`src/rtl/vga_timing_pkg.sv`:
```
// Timing constants shared with the 640x480 generator, plus the tracker state
// encoding and the sync polarity helper used by the tracker and its edge detector.
package vga_timing_pkg;

    localparam int VGA_H_ACTIVE = 640;
    localparam int VGA_H_SYNC   = 96;
    localparam int VGA_H_BP     = 48;
    localparam int VGA_H_TOTAL  = 800;
    localparam int VGA_V_ACTIVE = 480;
    localparam int VGA_V_SYNC   = 2;
    localparam int VGA_V_BP     = 33;
    localparam int VGA_V_TOTAL  = 525;

    typedef enum logic [1:0] {
        SEARCH  = 2'd0,
        MEASURE = 2'd1,
        LOCKED  = 2'd2
    } trk_state_e;

    // Returns 1 when the raw pin is at its asserted level.
    function automatic logic sync_level(input logic raw, input logic active_high);
        return active_high ? raw : ~raw;
    endfunction

endpackage

```
`src/rtl/sync_edge_detect.sv`:
```
// Normalises one sync input to active-high, keeps one sample of history and
// flags the leading (asserting) edge of the current sample.
module sync_edge_detect
    import vga_timing_pkg::*;
#(
    parameter bit POL = 1'b0
) (
    input  logic pclk,
    input  logic rst,
    input  logic sync_in,
    output logic rise
);

    logic level;
    logic prev_q;
    logic prev_d;

    always_comb begin
        level  = sync_level(sync_in, POL);
        prev_d = level;
        rise   = level & ~prev_q;
    end

    always_ff @(posedge pclk) begin
        if (rst) begin
            prev_q <= 1'b0;
        end else begin
            prev_q <= prev_d;
        end
    end

endmodule

```
`src/rtl/vga_sync_tracker.sv`:
```
// Recovers active-area x/y from an hsync/vsync pair, measures line and frame
// lengths and only reports lock after LOCK_FRAMES consecutive clean frames.
module vga_sync_tracker
    import vga_timing_pkg::*;
#(
    parameter int H_ACTIVE    = VGA_H_ACTIVE,
    parameter int H_SYNC      = VGA_H_SYNC,
    parameter int H_BP        = VGA_H_BP,
    parameter int H_TOTAL     = VGA_H_TOTAL,
    parameter int V_ACTIVE    = VGA_V_ACTIVE,
    parameter int V_SYNC      = VGA_V_SYNC,
    parameter int V_BP        = VGA_V_BP,
    parameter int V_TOTAL     = VGA_V_TOTAL,
    parameter bit SYNC_POL    = 1'b0,
    parameter int LOCK_FRAMES = 2,
    parameter int WIDTH       = 10
) (
    input  logic             pclk,
    input  logic             rst,
    input  logic             hsync,
    input  logic             vsync,
    output logic [WIDTH-1:0] x,
    output logic [WIDTH-1:0] y,
    output logic             active,
    output logic             frame_start,
    output logic             locked,
    output logic             sync_err,
    output logic [WIDTH-1:0] h_meas,
    output logic [WIDTH-1:0] v_meas
);

    localparam logic [WIDTH-1:0] CNT_MAX     = {WIDTH{1'b1}};
    localparam logic [WIDTH-1:0] H_START     = WIDTH'(H_SYNC + H_BP);
    localparam logic [WIDTH-1:0] H_STOP      = WIDTH'(H_SYNC + H_BP + H_ACTIVE);
    localparam logic [WIDTH-1:0] V_START     = WIDTH'(V_SYNC + V_BP);
    localparam logic [WIDTH-1:0] V_STOP      = WIDTH'(V_SYNC + V_BP + V_ACTIVE);
    localparam logic [WIDTH-1:0] H_NOM       = WIDTH'(H_TOTAL);
    localparam logic [WIDTH-1:0] V_NOM       = WIDTH'(V_TOTAL);
    localparam logic [7:0]       GOOD_TARGET = 8'(LOCK_FRAMES);

    logic             h_edge;
    logic             vs_lvl;
    logic             f_edge;
    logic [WIDTH-1:0] hinc;
    logic [WIDTH-1:0] vinc;
    logic             sat_fail;
    logic             line_fail;
    logic             frame_pass;
    logic [7:0]       good_next;
    logic             in_h;
    logic             in_v;

    trk_state_e       state_q, state_d;
    logic [7:0]       good_q, good_d;
    logic             clean_q, clean_d;
    logic             vs_at_h_q, vs_at_h_d;
    logic [WIDTH-1:0] hpos_q, hpos_d;
    logic [WIDTH-1:0] vpos_q, vpos_d;
    logic [WIDTH-1:0] h_meas_q, h_meas_d;
    logic [WIDTH-1:0] v_meas_q, v_meas_d;
    logic [WIDTH-1:0] x_q, x_d;
    logic [WIDTH-1:0] y_q, y_d;
    logic             active_q, active_d;
    logic             frame_start_q, frame_start_d;
    logic             locked_q, locked_d;
    logic             sync_err_q, sync_err_d;

    sync_edge_detect #(
        .POL (SYNC_POL)
    ) u_hsync_edge (
        .pclk    (pclk),
        .rst     (rst),
        .sync_in (hsync),
        .rise    (h_edge)
    );

    // Position counters and measurements; vsync is only qualified at H-edges.
    always_comb begin
        vs_lvl     = sync_level(vsync, SYNC_POL);
        f_edge     = h_edge & vs_lvl & ~vs_at_h_q;
        vs_at_h_d  = h_edge ? vs_lvl : vs_at_h_q;
        hinc       = (hpos_q == CNT_MAX) ? CNT_MAX : hpos_q + 1'b1;
        vinc       = (vpos_q == CNT_MAX) ? CNT_MAX : vpos_q + 1'b1;
        hpos_d     = h_edge ? '0 : hinc;
        vpos_d     = f_edge ? '0 : (h_edge ? vinc : vpos_q);
        h_meas_d   = h_edge ? hinc : h_meas_q;
        v_meas_d   = f_edge ? vinc : v_meas_q;
        sat_fail   = ~h_edge & (hpos_q != CNT_MAX) & (hinc == CNT_MAX);
        line_fail  = (h_edge & (hinc != H_NOM)) | sat_fail;
        // A line failing on the F-edge itself belongs to the frame that is ending.
        frame_pass = (vinc == V_NOM) & clean_q & ~line_fail;
        good_next  = good_q + 8'd1;
    end

    always_comb begin
        state_d    = state_q;
        good_d     = good_q;
        clean_d    = clean_q;
        sync_err_d = 1'b0;
        case (state_q)
            SEARCH: begin
                if (f_edge) begin
                    state_d = MEASURE;
                    good_d  = 8'd0;
                    clean_d = 1'b1;
                end
            end
            MEASURE: begin
                if (f_edge) begin
                    clean_d = 1'b1;
                    if (!frame_pass) begin
                        good_d = 8'd0;
                    end else if (good_next >= GOOD_TARGET) begin
                        state_d = LOCKED;
                        good_d  = 8'd0;
                    end else begin
                        good_d = good_next;
                    end
                end else if (line_fail) begin
                    clean_d = 1'b0;
                end
            end
            LOCKED: begin
                if (f_edge) begin
                    clean_d = 1'b1;
                    if (!frame_pass) begin
                        state_d    = MEASURE;
                        good_d     = 8'd0;
                        sync_err_d = 1'b1;
                    end
                end else if (line_fail) begin
                    state_d    = MEASURE;
                    good_d     = 8'd0;
                    clean_d    = 1'b0;
                    sync_err_d = 1'b1;
                end
            end
            default: begin
                state_d = SEARCH;
                good_d  = 8'd0;
                clean_d = 1'b0;
            end
        endcase
    end

    // Outputs describe the sample just taken, so they are built from the _d values.
    always_comb begin
        locked_d      = (state_d == LOCKED);
        in_h          = (hpos_d >= H_START) && (hpos_d < H_STOP);
        in_v          = (vpos_d >= V_START) && (vpos_d < V_STOP);
        active_d      = locked_d & in_h & in_v;
        x_d           = active_d ? hpos_d - H_START : '0;
        y_d           = active_d ? vpos_d - V_START : '0;
        frame_start_d = f_edge;
    end

    always_ff @(posedge pclk) begin
        if (rst) begin
            state_q       <= SEARCH;
            good_q        <= 8'd0;
            clean_q       <= 1'b0;
            vs_at_h_q     <= 1'b0;
            hpos_q        <= '0;
            vpos_q        <= '0;
            h_meas_q      <= '0;
            v_meas_q      <= '0;
            x_q           <= '0;
            y_q           <= '0;
            active_q      <= 1'b0;
            frame_start_q <= 1'b0;
            locked_q      <= 1'b0;
            sync_err_q    <= 1'b0;
        end else begin
            state_q       <= state_d;
            good_q        <= good_d;
            clean_q       <= clean_d;
            vs_at_h_q     <= vs_at_h_d;
            hpos_q        <= hpos_d;
            vpos_q        <= vpos_d;
            h_meas_q      <= h_meas_d;
            v_meas_q      <= v_meas_d;
            x_q           <= x_d;
            y_q           <= y_d;
            active_q      <= active_d;
            frame_start_q <= frame_start_d;
            locked_q      <= locked_d;
            sync_err_q    <= sync_err_d;
        end
    end

    assign x           = x_q;
    assign y           = y_q;
    assign active      = active_q;
    assign frame_start = frame_start_q;
    assign locked      = locked_q;
    assign sync_err    = sync_err_q;
    assign h_meas      = h_meas_q;
    assign v_meas      = v_meas_q;

endmodule

```
`config.mk`:
```
export PLATFORM = sky130hd
export DESIGN_NAME = vga_sync_tracker
export DESIGN_NICKNAME = d
export VERILOG_FILES = /design/src/rtl/vga_timing_pkg.sv /design/src/rtl/sync_edge_detect.sv /design/src/rtl/vga_sync_tracker.sv
export SDC_FILE = /design/constraint.sdc
export NUM_CORES = 1
export LEC_CHECK = 0
export ABC_CLOCK_PERIOD_IN_PS = 6100
export CORE_MARGIN = 4
export CORE_UTILIZATION = 40
export DETAILED_ROUTE_END_ITERATION = 8
export GPL_ROUTABILITY_DRIVEN = 0
export GPL_TIMING_DRIVEN = 0
export PLACE_DENSITY_LB_ADDON = 0.3
export SETUP_SLACK_MARGIN = 0.3
export SLEW_MARGIN = 20
export SYNTH_ARGS = -nofsm -noshare
export SYNTH_HDL_FRONTEND = slang
export SYNTH_HIERARCHICAL = 1
export SYNTH_SLANG_ARGS = --single-unit
```
`constraint.sdc`:
```
create_clock -name pclk -period 6.1 [get_ports pclk]
set_input_delay 1.22 -clock pclk [delete_from_list [all_inputs] [get_ports pclk]]
set_output_delay 1.22 -clock pclk [all_outputs]
set_load 0.01 [all_outputs]
```
==> results of run 1 <==
[power groups by stage]
stage          clock [mW]  combinational, mW  sequential (mW)
2_1_floorplan           0             0.0612            0.533
3_3_place_gp            0             0.0973            0.532
3_5_place_dp            0             0.0988            0.532
4_1_cts             0.490             0.0993            0.520
5_1_grt             0.507              0.110            0.522
6_report            0.480             0.0998            0.520
[synth_stat cells (all sizes together), types with 2 or more instances]
cell / count / area share
dfxtp: 77 / 0.36
nor2: 67 / 0.059
nand2: 30 / 0.026
nor3: 24 / 0.044
a21oi: 21 / 0.024
o21ai: 21 / 0.024
and2: 19 / 0.028
buf: 19 / 0.039
inv: 19 / 0.017
clkbuf: 17 / 0.024
a211oi: 16 / 0.035
nand3: 16 / 0.022
a31oi: 13 / 0.019
nand4: 12 / 0.019
and3: 11 / 0.019
ha: 11 / 0.032
xnor2: 10 / 0.020
o211ai: 9 / 0.018
mux2i: 6 / 0.015
and4: 5 / 0.011
xor2: 5 / 0.010
a21o: 4 / 0.0076
o2bb2ai: 4 / 0.0082
a31o: 3 / 0.0061
a41oi: 3 / 0.0061
nor3b: 3 / 0.0052
nor4b: 3 / 0.0096
o22ai: 3 / 0.0058
or2: 3 / 0.0044
a211o: 2 / 0.0044
a311oi: 2 / 0.0041
nand2b: 2 / 0.0029
nand3b: 2 / 0.0035
nor2b: 2 / 0.0029
nor4: 2 / 0.0029
o21a: 2 / 0.0035
o21bai: 2 / 0.0044
o41ai: 2 / 0.0041
[path summary, 6_finish.rpt]
check	startpoint	end	slack [ns]	cells after the start
worst max-delay path	hsync	y[7]	1.35	13
worst max register to register	u_hsync_edge/prev_q	y[7]	2.38	12
worst min-delay path	v_meas[9]	v_meas[9]	0.46	2
worst min register to register	v_meas[9]	v_meas[9]	0.46	2
[flip-flops by register name (all words and copies together) (netlist names)]
signal / count
locked: 1
frame_start: 1
active: 1
hpos_q: 10
y: 10
sync_err: 1
x: 10
clean_q: 1
u_hsync_edge/prev_q: 1
vs_at_h_q: 1
state_q: 2
good_q: 8
h_meas: 10
v_meas: 10
vpos_q: 10
[final cells by class]
class                      instances  area (um2)  area share
multi-input combinational        360        2410       0.465
clock inverter                     5         108      0.0208
tap                              136         170      0.0328
sequential                        77        1540       0.297
buffer                            36         273      0.0526
timing repair buffer              47         470      0.0907
inverter                          19        71.3      0.0138
clock buffer                      11         141      0.0273
[per-layer routing]
| layer | up-vias | global-route usage |
|---|---|---|
| met5 | - | 0 |
| met4 | 0 | 0.101 |
| met3 | 33 | 0.0288 |
| met2 | 136 | 0.282 |
| met1 | 1777 | 0.230 |
| li1 | 1885 | - |
[stage by stage]
step           instances  hold slack [ns]  worst slack, ns   util
6_report             691            0.462             1.35  0.500
5_1_grt              691            0.484             1.11  0.500
4_1_cts              691            0.469             1.39  0.500
3_5_place_dp         675            0.458             1.03  0.476
3_3_place_gp         675            0.452             1.02  0.476
2_1_floorplan        492            0.453             2.28      -
[kinds of logic (layout without fill, tap and decap cells)]
| group | count (synthesis) | in the layout | synth area share |
|---|---|---|---|
| simple gates | 206 | 206 | 0.269 |
| compound gates | 122 | 122 | 0.215 |
| flops | 77 | 77 | 0.359 |
| buf+inv | 55 | 118 | 0.0801 |
| xor+xnor | 15 | 15 | 0.0306 |
| fa+ha+maj | 11 | 11 | 0.0320 |
| mux | 6 | 6 | 0.0149 |
[critical path: cells and delay by family]
kind,cells,cell delay [ns]
buf+inv,5,1.85
compound gates,5,1.10
simple gates,2,0.55
fa+ha+maj,1,0.29
==> results.json, run 1 <==
{
  "finalPower_mw": 1.10,
  "ys_ff_latch": 77,
  "drc": 0,
  "die_h_um": 112,
  "synth_seq_area_share": 0.359,
  "peakVddDrop_v": 0.000111,
  "final_cell_mix": "77 x dfxtp_1, 67 x nor2_1, 47 x clkdlybuf4s50_1",
  "slew_headroom": 0.434,
  "power.density_nw_per_um2": 212,
  "crit_type": "input pin to flip-flop",
  "finalSetupTns_ns": 0,
  "met1Wirelength_mm": 4.99,
  "critPathSlowestCell": "clkbuf_1",
  "cts-root-buf": "clkbuf_8",
  "die-area_um2": 12500,
  "start_util": 0.414,
  "die_x_um": 112,
  "switching_share": 0.241,
  "syn2layout_area_growth_pct": 20.7,
  "drive_above_1_share": 0.160,
  "drv_cap": 0,
  "detail-route-antenna-nets": 0,
  "clk_pin_slew_ns": 0.08,
  "antenna_cells": 0,
  "grt_pass1_wl_mm": 18.1,
  "cts.sinks": 77,
  "grt_max_degree": 14,
  "cts_max_level": 3,
  "grt_usage": 0.178,
  "routed.top_layer": "met4",
  "final_cell_area_um2": 5180,
  "cellInternalPower_mw": 0.835,
  "avgRoutedWirePerCell_um": 16.1,
  "hpwl_mm": 8.25,
  "cts_tree": "done",
  "synth_flop_cell": "dfxtp_1",
  "core_area_um2": 10400,
  "cp.arrival_ns": 5.03,
  "grt_setup_unrepaired": "no",
  "clock_path_buffers": 2,
  "start_kind": "input pin",
  "viasPerCell": 5.54,
  "numCtsBuffers": 9,
  "status": "finished, final reports clean",
  "end_kind": "flip-flop",
  "async_reset_ff_frac": 0,
  "synth_cell_types": 79,
  "fmax_mhz": 210,
  "grt-ovfl-total": 0,
  "ctsResizeCount": 0,
  "worstPathRequired_ns": 6.38,
  "num_rows": 37,
  "synth-edff-count": 0,
  "net-switching-power_mw": 0.265,
  "synth_cells": 492,
  "syn_nets": 507,
  "p_seq_frac": 0.473,
  "antenna_found_initial": 0,
  "drt_iter0_drc": 210,
  "wirelength_mm": 11.1,
  "io_buffers": 47,
  "cts_hold_buffers": 0,
  "post_dp_cell_area_um2": 4940,
  "insertion_delay_ns": 0.37,
  "nets": 565,
  "worstMarginPinSlew_ns": 0.847,
  "crit_path_max_incr_delay_ns": 0.55,
  "min_period_over_period": 0.779,
  "clock_skew_ns": 0.0156,
  "pwr-share-clk": 0.436,
  "wl_met2_mm": 5.05,
  "hold_viol": 0,
  "first_pass_iters": 4,
  "fin_crit_ns": 4.75,
  "grt_pass1_vias": 3723,
  "routed-via-count": 3831,
  "power.share.combinational": 0.091,
  "worstPathCellList": "clkdlybuf4s50_1 -> nor2_1 -> clkbuf_1 -> clkbuf_8 -> clkbuf_1 -> a21oi_1 -> ha_1 -> o21bai_2 -> o22ai_2 -> nor4b_1 -> o211ai_2 -> buf_6 -> a211oi_2",
  "hold_path.class": "flip-flop to flip-flop",
  "ioPinCount": 48,
  "yosysWarningCount": 6,
  "post_cts_buffers": 0,
  "final_common_cell": "dfxtp_1",
  "leakagePower_nw": 1.87,
  "fill_cells": 972,
  "cp_max_fo": 10,
  "synth_area_um2": 4300,
  "setup_viol": 0,
  "avgSynthCellArea_um2": 8.73,
  "cp_common_cell": "clkbuf_1",
  "slew_violations": 0,
  "wl_met3_um": 638
}
(Power assumes the default switching activity.)
==> run 2, diff against run 1 <==
Settings changed: ABC_CLOCK_PERIOD_IN_PS 6100 to 4000.
Clock period 6.1 ns to 4 ns, I/O delays scaled along.
==> run 2 against run 1 <==
Net effect: cell count did not move; register-to-register slack got worse by 1.7 ns; critical path depth rose by 2; clock skew fell by 0.0014 ns; critical endpoint is now x[6]; sequential power rose by 53%; global-route usage did not move; count of clock-buffer cells in the layout did not move; worst hold slack got worse by 0.00075 ns; combinational power rose by 54%; setup slack got worse by 0.88 ns; flip-flop and latch count did not move.
==> results.json, run 2 (synthesis gave the netlist of run 1 again) <==
{
  "status": "finished, final reports clean",
  "worstPathCellList": "clkdlybuf4s50_1 -> nor2_2 -> clkbuf_4 -> inv_1 -> clkbuf_2 -> buf_2 -> nand2_1 -> ha_1 -> inv_1 -> a31oi_1 -> nor3b_1 -> o22ai_1 -> o211ai_2 -> buf_2 -> nor3_2",
  "cts_tree": "done",
  "viasPerCell": 5.57,
  "grt_setup_unrepaired": "no",
  "rr_endpoint": "y[7]",
  "final_common_cell": "dfxtp_1",
  "hold_viol": 0,
  "insertion_delay_ns": 0.37,
  "grt_usage": 0.178,
  "endpoint": "x[6]",
  "finalSetupTns_ns": 0,
  "end_kind": "flip-flop",
  "numCtsBuffers": 9,
  "setup_viol": 0,
  "die_h_um": 112,
  "die_x_um": 112,
  "io_buffers": 47,
  "slew_headroom": 0.439,
  "first_pass_iters": 5,
  "grt_max_degree": 14,
  "final_cell_area_um2": 5200,
  "fin_crit_ns": 3.53,
  "worstMarginPinSlew_ns": 0.840,
  "peakVddDrop_v": 0.000170,
  "post_dp_cell_area_um2": 4940,
  "critPathBufInv": 7,
  "drt_iter0_drc": 230,
  "reg2reg_depth": 14,
  "fmax_mhz": 283,
  "ioPinCount": 48,
  "crit_start": "hsync",
  "ctsResizeCount": 4,
  "clock_skew_ns": 0.0141,
  "leakagePower_nw": 1.88,
  "worstPathRequired_ns": 4.26,
  "slew_violations": 0,
  "wirelength_mm": 11.1,
  "critPathSlowestCell": "clkdlybuf4s50_1",
  "start_kind": "input pin",
  "routed-via-count": 3846,
  "syn2layout_area_growth_pct": 21.1,
  "place_inst": 675,
  "fin_cells": 691,
  "cts_max_level": 3,
  "post_cts_buffers": 0,
  "nets": 565,
  "crit_path_max_incr_delay_ns": 0.44,
  "worstHoldStart": "v_meas[9]",
  "core_area_um2": 10400,
  "cts.sinks": 77,
  "start_util": 0.414,
  "hold_path.class": "flip-flop to flip-flop",
  "final_cell_mix": "77 x dfxtp_1, 66 x nor2_1, 47 x clkdlybuf4s50_1",
  "cts-root-buf": "clkbuf_8",
  "clock_path_buffers": 2,
  "antenna_found_initial": 0,
  "setup_ws_ns": 0.473,
  "grt_pass1_wl_mm": 18.1,
  "detail-route-antenna-nets": 0,
  "crit_type": "input pin to flip-flop",
  "grt_pass1_vias": 3723,
  "min_period_over_period": 0.882,
  "cpLargestDelayFamily": "buffers and inverters",
  "die-area_um2": 12500,
  "cp_max_fo": 10,
  "whs_ns": 0.461,
  "clk_pin_slew_ns": 0.08,
  "power.density_nw_per_um2": 323,
  "hpwl_mm": 8.25,
  "finalPower_mw": 1.68,
  "num_rows": 37,
  "r2r_slack_ns": 0.69,
  "cp.arrival_ns": 3.78,
  "worstHoldPathCells": 2,
  "preCtsSetupSlack_ns": -0.650,
  "cts_hold_buffers": 0,
  "avgRoutedWirePerCell_um": 16.1,
  "final_core_util": 0.502,
  "drc": 0,
  "grt-ovfl-total": 0,
  "path_depth": 15,
  "r2r-start": "vpos_q[0]",
  "antenna_cells": 0,
  "drive_above_1_share": 0.171,
  "drv_cap": 0
}
[run 2: worst min-delay path: stages, from the launching register on]
cell and delay (ns):
dfxtp_1 0.32, nand2_1 0.05, a21oi_1 0.05
[run 2: how the worst min path moves through the flow]
| stage | end | slack [ns] |
|---|---|---|
| 3_3_place_gp | v_meas[8] | 0.45 |
| 2_1_floorplan | good_q[6] | 0.45 |
| 5_1_grt | h_meas[6] | 0.48 |
| 3_5_place_dp | v_meas[9] | 0.46 |
| 6_report | v_meas[9] | 0.46 |
| 4_1_cts | v_meas[9] | 0.47 |
[run 2: power breakdown]
part | total (mW) | switching [mW] | internal (mW)
registers | 0.793 | 0.0126 | 0.781
logic | 0.154 | 0.0938 | 0.0600
clock network | 0.731 | 0.298 | 0.434
total | 1.68 | 0.404 | 1.27
[run 2: final cells by class]
cell class                 instances  area (um2)
fill                             974        5170
multi-input combinational        360        2420
sequential                        77        1540
timing repair buffer              47         470
buffer                            36         283
tap                              136         170
clock buffer                      11         141
clock inverter                     5         108
inverter                          19        71.3
[run 2: metal layers]
layer | vias to the layer above | share of wire | global-route usage
met5 | - | 0 | 0
met4 | 0 | 0.039 | 0.101
met3 | 33 | 0.059 | 0.0288
met2 | 140 | 0.45 | 0.282
met1 | 1784 | 0.45 | 0.230
li1 | 1889 | - | -
